--- src/rtl/m_reg_decode_stage_pkg.sv ---
// Shared instruction-kind encoding and the decoded register-field bundle
// used by the decode stage and its scoreboard.
package p_instruction;

  typedef enum logic [2:0] {
    KIND_NONE  = 3'd0,
    KIND_RRR   = 3'd1,
    KIND_RRI   = 3'd2,
    KIND_RI    = 3'd3,
    KIND_MEM   = 3'd4,
    KIND_JUMP  = 3'd5
  } e_kind;

  localparam int unsigned DEF_REG_BITS  = 5;
  localparam int unsigned DEF_FIELD_LSB = 8;

  typedef struct packed {
    logic [DEF_REG_BITS-1:0] rd;
    logic [DEF_REG_BITS-1:0] rs;
    logic [DEF_REG_BITS-1:0] rq;
    logic                    use_rd;
    logic                    use_rs;
    logic                    use_rq;
  } s_reg_fields;

endpackage

--- src/rtl/m_reg_decode_stage_scoreboard.sv ---
// Busy-register scoreboard: one bit per architectural register, set on issue,
// cleared on writeback, wiped on flush, with a combinational hazard query.
module m_reg_scoreboard #(
  parameter int unsigned REG_BITS = 5
) (
  input  logic                   clk,
  input  logic                   rst,
  input  logic                   flush,
  input  logic                   set_valid,
  input  logic [REG_BITS-1:0]    set_rd,
  input  logic                   wb_valid,
  input  logic [REG_BITS-1:0]    wb_rd,
  input  logic [REG_BITS-1:0]    q_rd,
  input  logic [REG_BITS-1:0]    q_rs,
  input  logic [REG_BITS-1:0]    q_rq,
  input  logic                   q_use_rd,
  input  logic                   q_use_rs,
  input  logic                   q_use_rq,
  output logic                   hazard,
  output logic [2**REG_BITS-1:0] busy
);

  localparam int unsigned NREGS = 2**REG_BITS;

  logic [NREGS-1:0] wb_mask;
  logic [NREGS-1:0] set_mask;
  logic [NREGS-1:0] eff_busy;
  logic [NREGS-1:0] busy_next;

  // Writeback in the same cycle is visible to the query, so a stalled reader
  // issues in the cycle its operand is written back.
  always_comb begin
    wb_mask  = '0;
    set_mask = '0;
    if (wb_valid)  wb_mask[wb_rd]   = 1'b1;
    if (set_valid) set_mask[set_rd] = 1'b1;
    eff_busy     = busy & ~wb_mask;
    busy_next    = eff_busy | set_mask;
    busy_next[0] = 1'b0;
  end

  always_comb begin
    hazard = 1'b0;
    if (q_use_rd && (q_rd != '0) && eff_busy[q_rd]) hazard = 1'b1;
    if (q_use_rs && (q_rs != '0) && eff_busy[q_rs]) hazard = 1'b1;
    if (q_use_rq && (q_rq != '0) && eff_busy[q_rq]) hazard = 1'b1;
  end

  always_ff @(posedge clk or posedge rst) begin
    if (rst) begin
      busy <= '0;
    end else if (flush) begin
      busy <= '0;
    end else begin
      busy <= busy_next;
    end
  end

endmodule

--- src/rtl/m_reg_decode_stage.sv ---
// Registered register-field decode stage with a busy scoreboard that stalls
// issue on RAW/WAW hazards until writeback.
// Handshake: a transfer happens on a cycle where valid && ready are both high;
// the producer holds its payload stable while valid && !ready.
module m_reg_decode_stage
  import p_instruction::*;
#(
  parameter int unsigned REG_BITS  = 5,
  parameter int unsigned FIELD_LSB = 8
) (
  input  logic                clk,
  input  logic                rst,
  input  logic                in_valid,
  output logic                in_ready,
  input  e_kind               in_kind,
  input  logic [31:0]         in_instruction,
  output logic                out_valid,
  input  logic                out_ready,
  output e_kind               out_kind,
  output logic [31:0]         out_instruction,
  output logic [REG_BITS-1:0] out_rd,
  output logic [REG_BITS-1:0] out_rs,
  output logic [REG_BITS-1:0] out_rq,
  output logic                out_use_rd,
  output logic                out_use_rs,
  output logic                out_use_rq,
  input  logic                wb_valid,
  input  logic [REG_BITS-1:0] wb_rd,
  input  logic                flush
);

  typedef struct packed {
    logic [REG_BITS-1:0] rd;
    logic [REG_BITS-1:0] rs;
    logic [REG_BITS-1:0] rq;
    logic                use_rd;
    logic                use_rs;
    logic                use_rq;
  } s_fields_t;

  // Unused fields are zeroed so downstream never sees stale index bits.
  function automatic s_fields_t decode_fields(input e_kind kind, input logic [31:0] instr);
    s_fields_t f;
    f        = '0;
    f.use_rd = (kind == KIND_RRR) || (kind == KIND_RRI) || (kind == KIND_RI);
    f.use_rs = (kind == KIND_RRR) || (kind == KIND_RRI);
    f.use_rq = (kind == KIND_RRR);
    if (f.use_rd) f.rd = instr[FIELD_LSB +: REG_BITS];
    if (f.use_rs) f.rs = instr[FIELD_LSB + REG_BITS +: REG_BITS];
    if (f.use_rq) f.rq = instr[FIELD_LSB + 2*REG_BITS +: REG_BITS];
    return f;
  endfunction

  s_fields_t           dec;
  logic                hazard;
  logic                accept;
  logic                set_valid;
  logic [2**REG_BITS-1:0] busy;

  assign dec       = decode_fields(in_kind, in_instruction);
  assign in_ready  = !hazard && (!out_valid || out_ready) && !flush;
  assign accept    = in_valid && in_ready;
  assign set_valid = accept && dec.use_rd && (dec.rd != '0);

  m_reg_scoreboard #(.REG_BITS(REG_BITS)) u_sb (
    .clk       (clk),
    .rst       (rst),
    .flush     (flush),
    .set_valid (set_valid),
    .set_rd    (dec.rd),
    .wb_valid  (wb_valid),
    .wb_rd     (wb_rd),
    .q_rd      (dec.rd),
    .q_rs      (dec.rs),
    .q_rq      (dec.rq),
    .q_use_rd  (dec.use_rd),
    .q_use_rs  (dec.use_rs),
    .q_use_rq  (dec.use_rq),
    .hazard    (hazard),
    .busy      (busy)
  );

  always_ff @(posedge clk or posedge rst) begin
    if (rst) begin
      out_valid <= 1'b0;
    end else if (flush) begin
      out_valid <= 1'b0;
    end else if (accept) begin
      out_valid <= 1'b1;
    end else if (out_ready) begin
      out_valid <= 1'b0;
    end
  end

  // Payload only moves on accept, which keeps it stable under backpressure.
  always_ff @(posedge clk or posedge rst) begin
    if (rst) begin
      out_kind        <= KIND_NONE;
      out_instruction <= '0;
      out_rd          <= '0;
      out_rs          <= '0;
      out_rq          <= '0;
      out_use_rd      <= 1'b0;
      out_use_rs      <= 1'b0;
      out_use_rq      <= 1'b0;
    end else if (accept) begin
      out_kind        <= in_kind;
      out_instruction <= in_instruction;
      out_rd          <= dec.rd;
      out_rs          <= dec.rs;
      out_rq          <= dec.rq;
      out_use_rd      <= dec.use_rd;
      out_use_rs      <= dec.use_rs;
      out_use_rq      <= dec.use_rq;
    end
  end

endmodule

--- config.mk ---
export PLATFORM = sky130hd
export DESIGN_NAME = m_reg_decode_stage
export DESIGN_NICKNAME = d
export VERILOG_FILES = /design/src/rtl/m_reg_decode_stage_pkg.sv /design/src/rtl/m_reg_decode_stage_scoreboard.sv /design/src/rtl/m_reg_decode_stage.sv
export SDC_FILE = /design/constraint.sdc
export NUM_CORES = 1
export LEC_CHECK = 0
export CAP_MARGIN = 0
export CORE_UTILIZATION = 40
export CTS_CLUSTER_DIAMETER = 40
export DETAILED_ROUTE_END_ITERATION = 10
export GPL_TIMING_DRIVEN = 0
export PLACE_DENSITY = 0.67
export SYNTH_ARGS = -nofsm -noshare
export SYNTH_HDL_FRONTEND = slang
export SYNTH_SLANG_ARGS = --single-unit
--- constraint.sdc ---
create_clock -name clk -period 5.1 [get_ports clk]
set_input_delay 0.765 -clock clk [delete_from_list [all_inputs] [get_ports clk]]
set_output_delay 0.765 -clock clk [all_outputs]
set_load 0.03 [all_outputs]
==> flow_metrics.tcl <==
set metrics [dict create \
    r2r_start "u_sb.busy[16]$_DFF_PP0_" \
    setup_tns_ps 0 \
    cts_buffers 9 \
    insertion_delay_ps 350 \
    grt_pass1_wl_mm 25.1 \
    synthToLayoutAreaGrowth_pct 29.7 \
    p_int_mw 1.49 \
    yosysMostFrequentCell "dfrtp_1" \
    seq_power_share_pct 37.4 \
    p_sw_share_pct 33.1 \
    grt_max_degree 57 \
    crit_type "in2out" \
    synth_top_area_share_pct 44.1 \
    cp_max_fo 10 \
    nets 618 \
    maxSlewViolCount 0 \
    io_pins 101 \
    ys.flop_type "dfrtp_1" \
    postRouteWirelength_mm 16.0 \
    grt_setup_unrepaired "no" \
    initial_core_util_pct 41.6 \
    routedWlPerCell_um 22.3 \
    p_switching_uw 737 \
    cts_tree "yes" \
    crit_path_start "wb_rd[1]" \
    ant_nets 0 \
    status "finished with violations" \
    worst_setup_path_start_kind "input pin" \
    synthTopCellsByCount "dfrtp_1 (85), o21ai_0 (37), mux2_2 (35)" \
    reg2reg_setup_slack_ps 2150 \
    synth_cell_types 64 \
    cap_violations 0 \
    ys_ff_latch 85 \
    end_kind "output pin" \
    drtIter0Drc 326 \
    detailed_place.area_mm2 0.00595 \
    clkSinkCount 85 \
    fill_cells 1048 \
    synth_edf_count 0 \
    yosysSeqAreaShare_pct 44.1 \
    critPathArrivalTime_ps 3920 \
    grt_antenna_before_repair 0 \
    combPwrFrac_pct 34.0 \
    num_antenna_cells 0 \
    synth_compound_area_share_pct 23.3 \
    first_global_vias 4429 \
    vias_per_cell 6.31 \
    syn_area_per_cell_um2 10.3 \
    p_leak_nw 2.53 \
    relSlewSlack_pct 32.0 \
    place.gp.congestion 0.953 \
    core_mm2 0.0116 \
    postCtsHoldBufs 0 \
    hold_path.class "reg2reg" \
    stdcell_area_mm2 0.00626 \
    synth-adder-area-share_pct 0 \
    reg2reg_depth 8 \
    cts-root-buf "clkbuf_16" \
    fp.dieH_um 112 \
    period_minus_slack_ps 4690 \
    io_buffers 91 \
    drcViolationCount 10 \
    synth_cells 469 \
    synth_async_sr_flop_share_pct 100 \
    vias 4533 \
    firstDrtPassIters 9 \
    cts_max_path_buffers 2 \
    synth_top_cell_by_area "dfrtp_1" \
    synthesis.area_mm2 0.00483 \
    min_path_cells 2 \
    worstPathRequired_ps 4340 \
    ys_warn_count 0 \
    violations "design-rule violations" \
    worst_pin_slew_ps 1010 \
    max_freq_mhz 213 \
    p_clk_share_pct 28.7 \
    powerDensity_mw_per_mm2 356 \
    hpwl_mm 12.0 \
    gr-usage-all-layers_pct 26.5 \
    postLayoutCoreUtil_pct 53.9 \
    hold_viol_final 0 \
    synthXorXnorAreaFrac_pct 0.363 \
    htreeDepth 3 \
    finalCritPeriodShare_pct 91.9 \
    r2r_end "out_use_rs$_DFFE_PP0N_" \
    die_x_um 112 \
    setup_violations 0 \
    worst_ir_drop_vdd_v 0.000197 \
    synthMuxAreaShare_pct 13.6 \
    grt_overflow 0 \
    drive_above_1_share_pct 17.0 \
    worst_setup_hold_path_clk_slew_ps 60 \
    synth-simple-area-share_pct 14.3 \
    die-area_mm2 0.0125 \
    synth_top_family_by_area "compound AO/OA/AOI/OAI gates" \
    crit_path_end "in_ready" \
    syn_nets 515 \
    synthTopCellsByArea "dfrtp_1 (44%), mux2_2 (8.2%), o21ai_0 (3.8%)" \
    skew_ps 5.74 \
    row_count 39 \
]
## cell usage in the layout (no fill, tap or decap), types with 3 or more instances in the layout
cell,Yosys,layout
o22ai_1,9,9
nand4b_1,4,4
or2_2,5,5
o21ai_1,6,15
a211oi_1,4,4
o32ai_1,21,21
mux2_4,10,10
clkdlybuf4s50_1,0,90
mux2_2,35,35
or3_1,14,14
clkbuf_2,1,5
o21ai_0,37,24
nor4_1,3,3
o221ai_1,4,4
o2111ai_1,4,4
nor2_1,25,25
a21oi_1,6,6
mux2i_1,11,11
dfrtp_1,85,85
clkbuf_8,0,4
clkbuf_16,0,9
o211a_1,4,4
a22oi_1,10,10
nand3_1,3,3
inv_1,8,7
clkbuf_1,23,18
o31ai_1,14,14
o211ai_1,12,12
and2_1,3,3
a31oi_1,3,3
nand4bb_1,4,3
nor3_1,8,8
buf_6,5,5
nand2b_1,11,11
o21ai_2,2,6
buf_2,6,6
nor3b_1,3,3
a221oi_1,6,6
nand2_1,28,28
## logic make-up (layout without fill, tap and decap cells)
logic type	Yosys count	after routing
compound gates	157	157
xor+xnor	2	2
buf+inv	45	151
flops	85	85
mux	56	56
simple gates	124	124
## flip-flops by register name, summed over array words and instances, names as in the netlist
name             count
out_instruction     32
u_sb.busy           31
out_rd               5
out_rq               5
out_rs               5
out_kind             3
out_use_rd           1
out_use_rq           1
out_use_rs           1
out_valid            1
## routing by layer
layer  share of wire [%]  up-vias  GRT usage, %
met4                 3.1        0          12.0
li1                    -     2023             -
met1                  43     2253          35.1
met2                  46      223          41.0
met3                 7.6       34          6.48
met5                   0        -             0
## area by class of cell
cell class / count / area, µm² / area share [%]
multi-input combinational: 339 / 2510 / 40.0
sequential: 85 / 2130 / 34.0
timing repair buffer: 93 / 948 / 15.1
clock buffer: 13 / 280 / 4.47
buffer: 35 / 183 / 2.92
tap: 143 / 179 / 2.86
inverter: 9 / 36.3 / 0.579
clock inverter: 1 / 5.00 / 0.0799
## worst min path at each step
stage | start | end | slack (ps)
after detailed placement | out_rd[2]$_DFFE_PP0N_ | out_rd[2]$_DFFE_PP0N_ | 490
final | out_rd[2]$_DFFE_PP0N_ | out_rd[2]$_DFFE_PP0N_ | 500
after global routing | out_instruction[21]$_DFFE_PP0N_ | out_instruction[21]$_DFFE_PP0N_ | 520
after global placement | out_instruction[27]$_DFFE_PP0N_ | out_instruction[27]$_DFFE_PP0N_ | 490
after CTS | out_rd[2]$_DFFE_PP0N_ | out_rd[2]$_DFFE_PP0N_ | 510
after floorplan | u_sb.busy[2]$_DFF_PP0_ | u_sb.busy[2]$_DFF_PP0_ | 530
## through the flow
stage | setup slack, ps | cells | hold WS (ps) | power [mW]
2_1_floorplan | 1040 | 469 | 535 | 1.28
3_3_place_gp | -163 | 703 | 486 | 1.58
3_5_place_dp | -158 | 704 | 493 | 1.60
4_1_cts | 50.4 | 719 | 505 | 2.25
5_1_grt | 245 | 718 | 518 | 2.32
6_report | 412 | 718 | 503 | 2.23
## critical path, stage by stage
cell	delay [ps]
clkdlybuf4s50_1	510
nand2b_1	170
clkbuf_2	310
nor2_1	90
o311ai_0	470
o41ai_1	160
a221oi_1	440
o21ai_0	170
o21ai_2	240
clkbuf_2	260
nor3b_1	90
dlymetal6s2s_1	250
## power by group through the flow
stage | combinational (mW) | clock [mW] | sequential, mW
after floorplan | 0.227 | 0 | 1.05
after global placement | 0.747 | 0 | 0.838
after detailed placement | 0.756 | 0 | 0.846
after CTS | 0.761 | 0.649 | 0.835
after global routing | 0.797 | 0.679 | 0.846
final | 0.757 | 0.639 | 0.833
## what timing repair did
| item | in CTS | in global routing |
|---|---|---|
| pin swaps | 1 | 0 |
| endpoints found under the setup margin | 1 | 1 |
| setup buffers | 1 | 0 |
| resized for setup | 20 | 3 |
Power figures use the tool's default switching activity.
==> edit, RTL diff (config.mk and constraints unchanged) <==
Set the parameter `FIELD_LSB` to 16 (it was 8).
--- a/src/rtl/m_reg_decode_stage.sv
+++ b/src/rtl/m_reg_decode_stage.sv
@@ -6,7 +6,7 @@
   import p_instruction::*;
 #(
   parameter int unsigned REG_BITS  = 5,
-  parameter int unsigned FIELD_LSB = 8
+  parameter int unsigned FIELD_LSB = 16
 ) (
   input  logic                clk,
   input  logic                rst,
Function: changed (a bounded check fails within 4 cycles, from zero or initial values and one cycle with rst high).
==> edit against the unedited design <==
Sequential share of layout area grew 1.2 points; power shrank 4.4%; synthesized area shrank 5.1%; via count shrank 8.1%; hold slack lost 0.0093 ns; final area shrank 3.3%; global-route usage shrank 0.89 points; setup slack lost 0.26 ns; sequential power shrank 2%; sequential cell count is the same; wire length shrank 10%; critical endpoint unchanged.
==> edit: results (changes against the unedited design) <==
.. list-table::
   :header-rows: 1

   * - Metric
     - Value
   * - Vias in the first global route
     - 4,127 (was 4,429)
   * - Final-stage net count
     - 572 (was 618)
   * - Routed via count divided by cell count
     - 6.21 (was 6.31)
   * - Overall global routing resource usage
     - 0.256 (was 0.265)
   * - GP Congestion
     - 0.921 (was 0.953)
   * - Fraction of the mapped netlist area in compound gates
     - 0.217 (was 0.233)
   * - Final setup skew
     - 0.00568 ns (was 0.00574 ns)
   * - Yosys cell types
     - 59 (was 64)
   * - Synthesized Nets
     - 463 (was 515)
   * - Signal arrival time at the worst endpoint
     - 4.18 ns (was 3.92 ns)
   * - Number of stages on the worst hold path
     - 1 (was 2)
   * - Start point of the worst min-delay path
     - out_rq[2] (was out_rd[2])
   * - Via count
     - 4,166 (was 4,533)
   * - Largest fanout of any net on the critical path
     - 9 (was 10)
   * - Final-layout worst hold slack
     - 0.494 ns (was 0.503 ns)
   * - Clock network power
     - 0.634 mW (was 0.639 mW)
   * - Endpoint of the lowest-slack register-to-register path
     - out_kind[0] (was out_use_rs)
   * - Number of buffers added on ports
     - 97 (was 91)
   * - Power Combinational
     - 0.682 mW (was 0.757 mW)
   * - Result of the run
     - completed (was finished, violations left)
   * - Startpoint of the worst register-to-register path
     - u_sb.busy[21] (was u_sb.busy[16])
   * - Delay of the slowest critical-path stage
     - 0.57 ns (was 0.51 ns)
   * - Detailed-router iteration count before antenna repair
     - 5 (was 9)
   * - Switching part of the total
     - 0.338 (was 0.331)
   * - Estimated wirelength of the detail-placed design
     - 10,300 um (was 12,000 um)
   * - Maximum number of pins on one net before global-route repair
     - 49 (was 57)
   * - Global-route wire length before repair
     - 22,700 um (was 25,100 um)
   * - Number of cells in the design after placement
     - 655 (was 704)
   * - Worst hold endpoint
     - out_rq[2] (was out_rd[2])
   * - Cell types occupying the most area after synthesis
     - dfrtp_1 (46%), mux2_2 (9.3%), o32ai_1 (5.7%), mux2i_1 (4.1%), o21ai_0 (3.5%) (was dfrtp_1 (44%), mux2_2 (8.2%), o21ai_0 (3.8%), o32ai_1 (3.8%), mux2_4 (3.1%))
   * - Transition time of the tightest slew-check pin
     - 0.859 ns (was 1.01 ns)
   * - Number of DRC violations after detailed-routing iteration 0
     - 375 (was 326)
   * - Placement-stage worst setup slack
     - -0.0334 ns (was -0.158 ns)
   * - Placed cell areas
     - 5760 um2 (was 5950 um2)
   * - Fraction of final layout cells sized beyond drive strength 1
     - 0.151 (was 0.170)
   * - Largest voltage drop on the vdd net
     - 0.298 mV (was 0.197 mV)
   * - Slack of the worst reg-to-reg path
     - 1.84 ns (was 2.15 ns)
   * - Sequential area share after synthesis
     - 0.464 (was 0.441)
   * - Average footprint of a synthesized cell
     - 11.0 um2 (was 10.3 um2)
   * - Fraction of power consumed by combinational cells
     - 0.320 (was 0.340)
edit: what timing repair did:
action / 4_1_cts / 5_1_grt
pin swaps: 1 / 0
buffers inserted: 0 / 0
endpoints found under the hold margin: 0 / 0
resized for setup: 1 / 1
setup endpoints to repair: 1 / 1
hold buffers: 0 / 0
edit: final cells by class:
type,instances,area (um2)
Fill cell,992,4920
Multi-Input combinational cell,291,2270
Sequential cell,85,2130
Timing Repair Buffer,98,997
Clock buffer,10,239
Tap cell,140,175
Buffer,28,148
Inverter,13,51.3
Clock inverter,6,48.8
edit: cells by family after synthesis:
group	Yosys count
buffers and inverters	41
xor gates and xnor gates	2
AOI/OAI and AO/OA	133
DFF	85
muxes	67
and+or+nand+nor	89
edit: layer usage:
layer / wire length [um] / GRT usage / vias to the layer above
met5: 0 / 0 / -
met4: 570 / 0.115 / 0
met3: 1270 / 0.0717 / 36
met2: 6350 / 0.374 / 223
met1: 6170 / 0.351 / 2063
li1: - / - / 1844
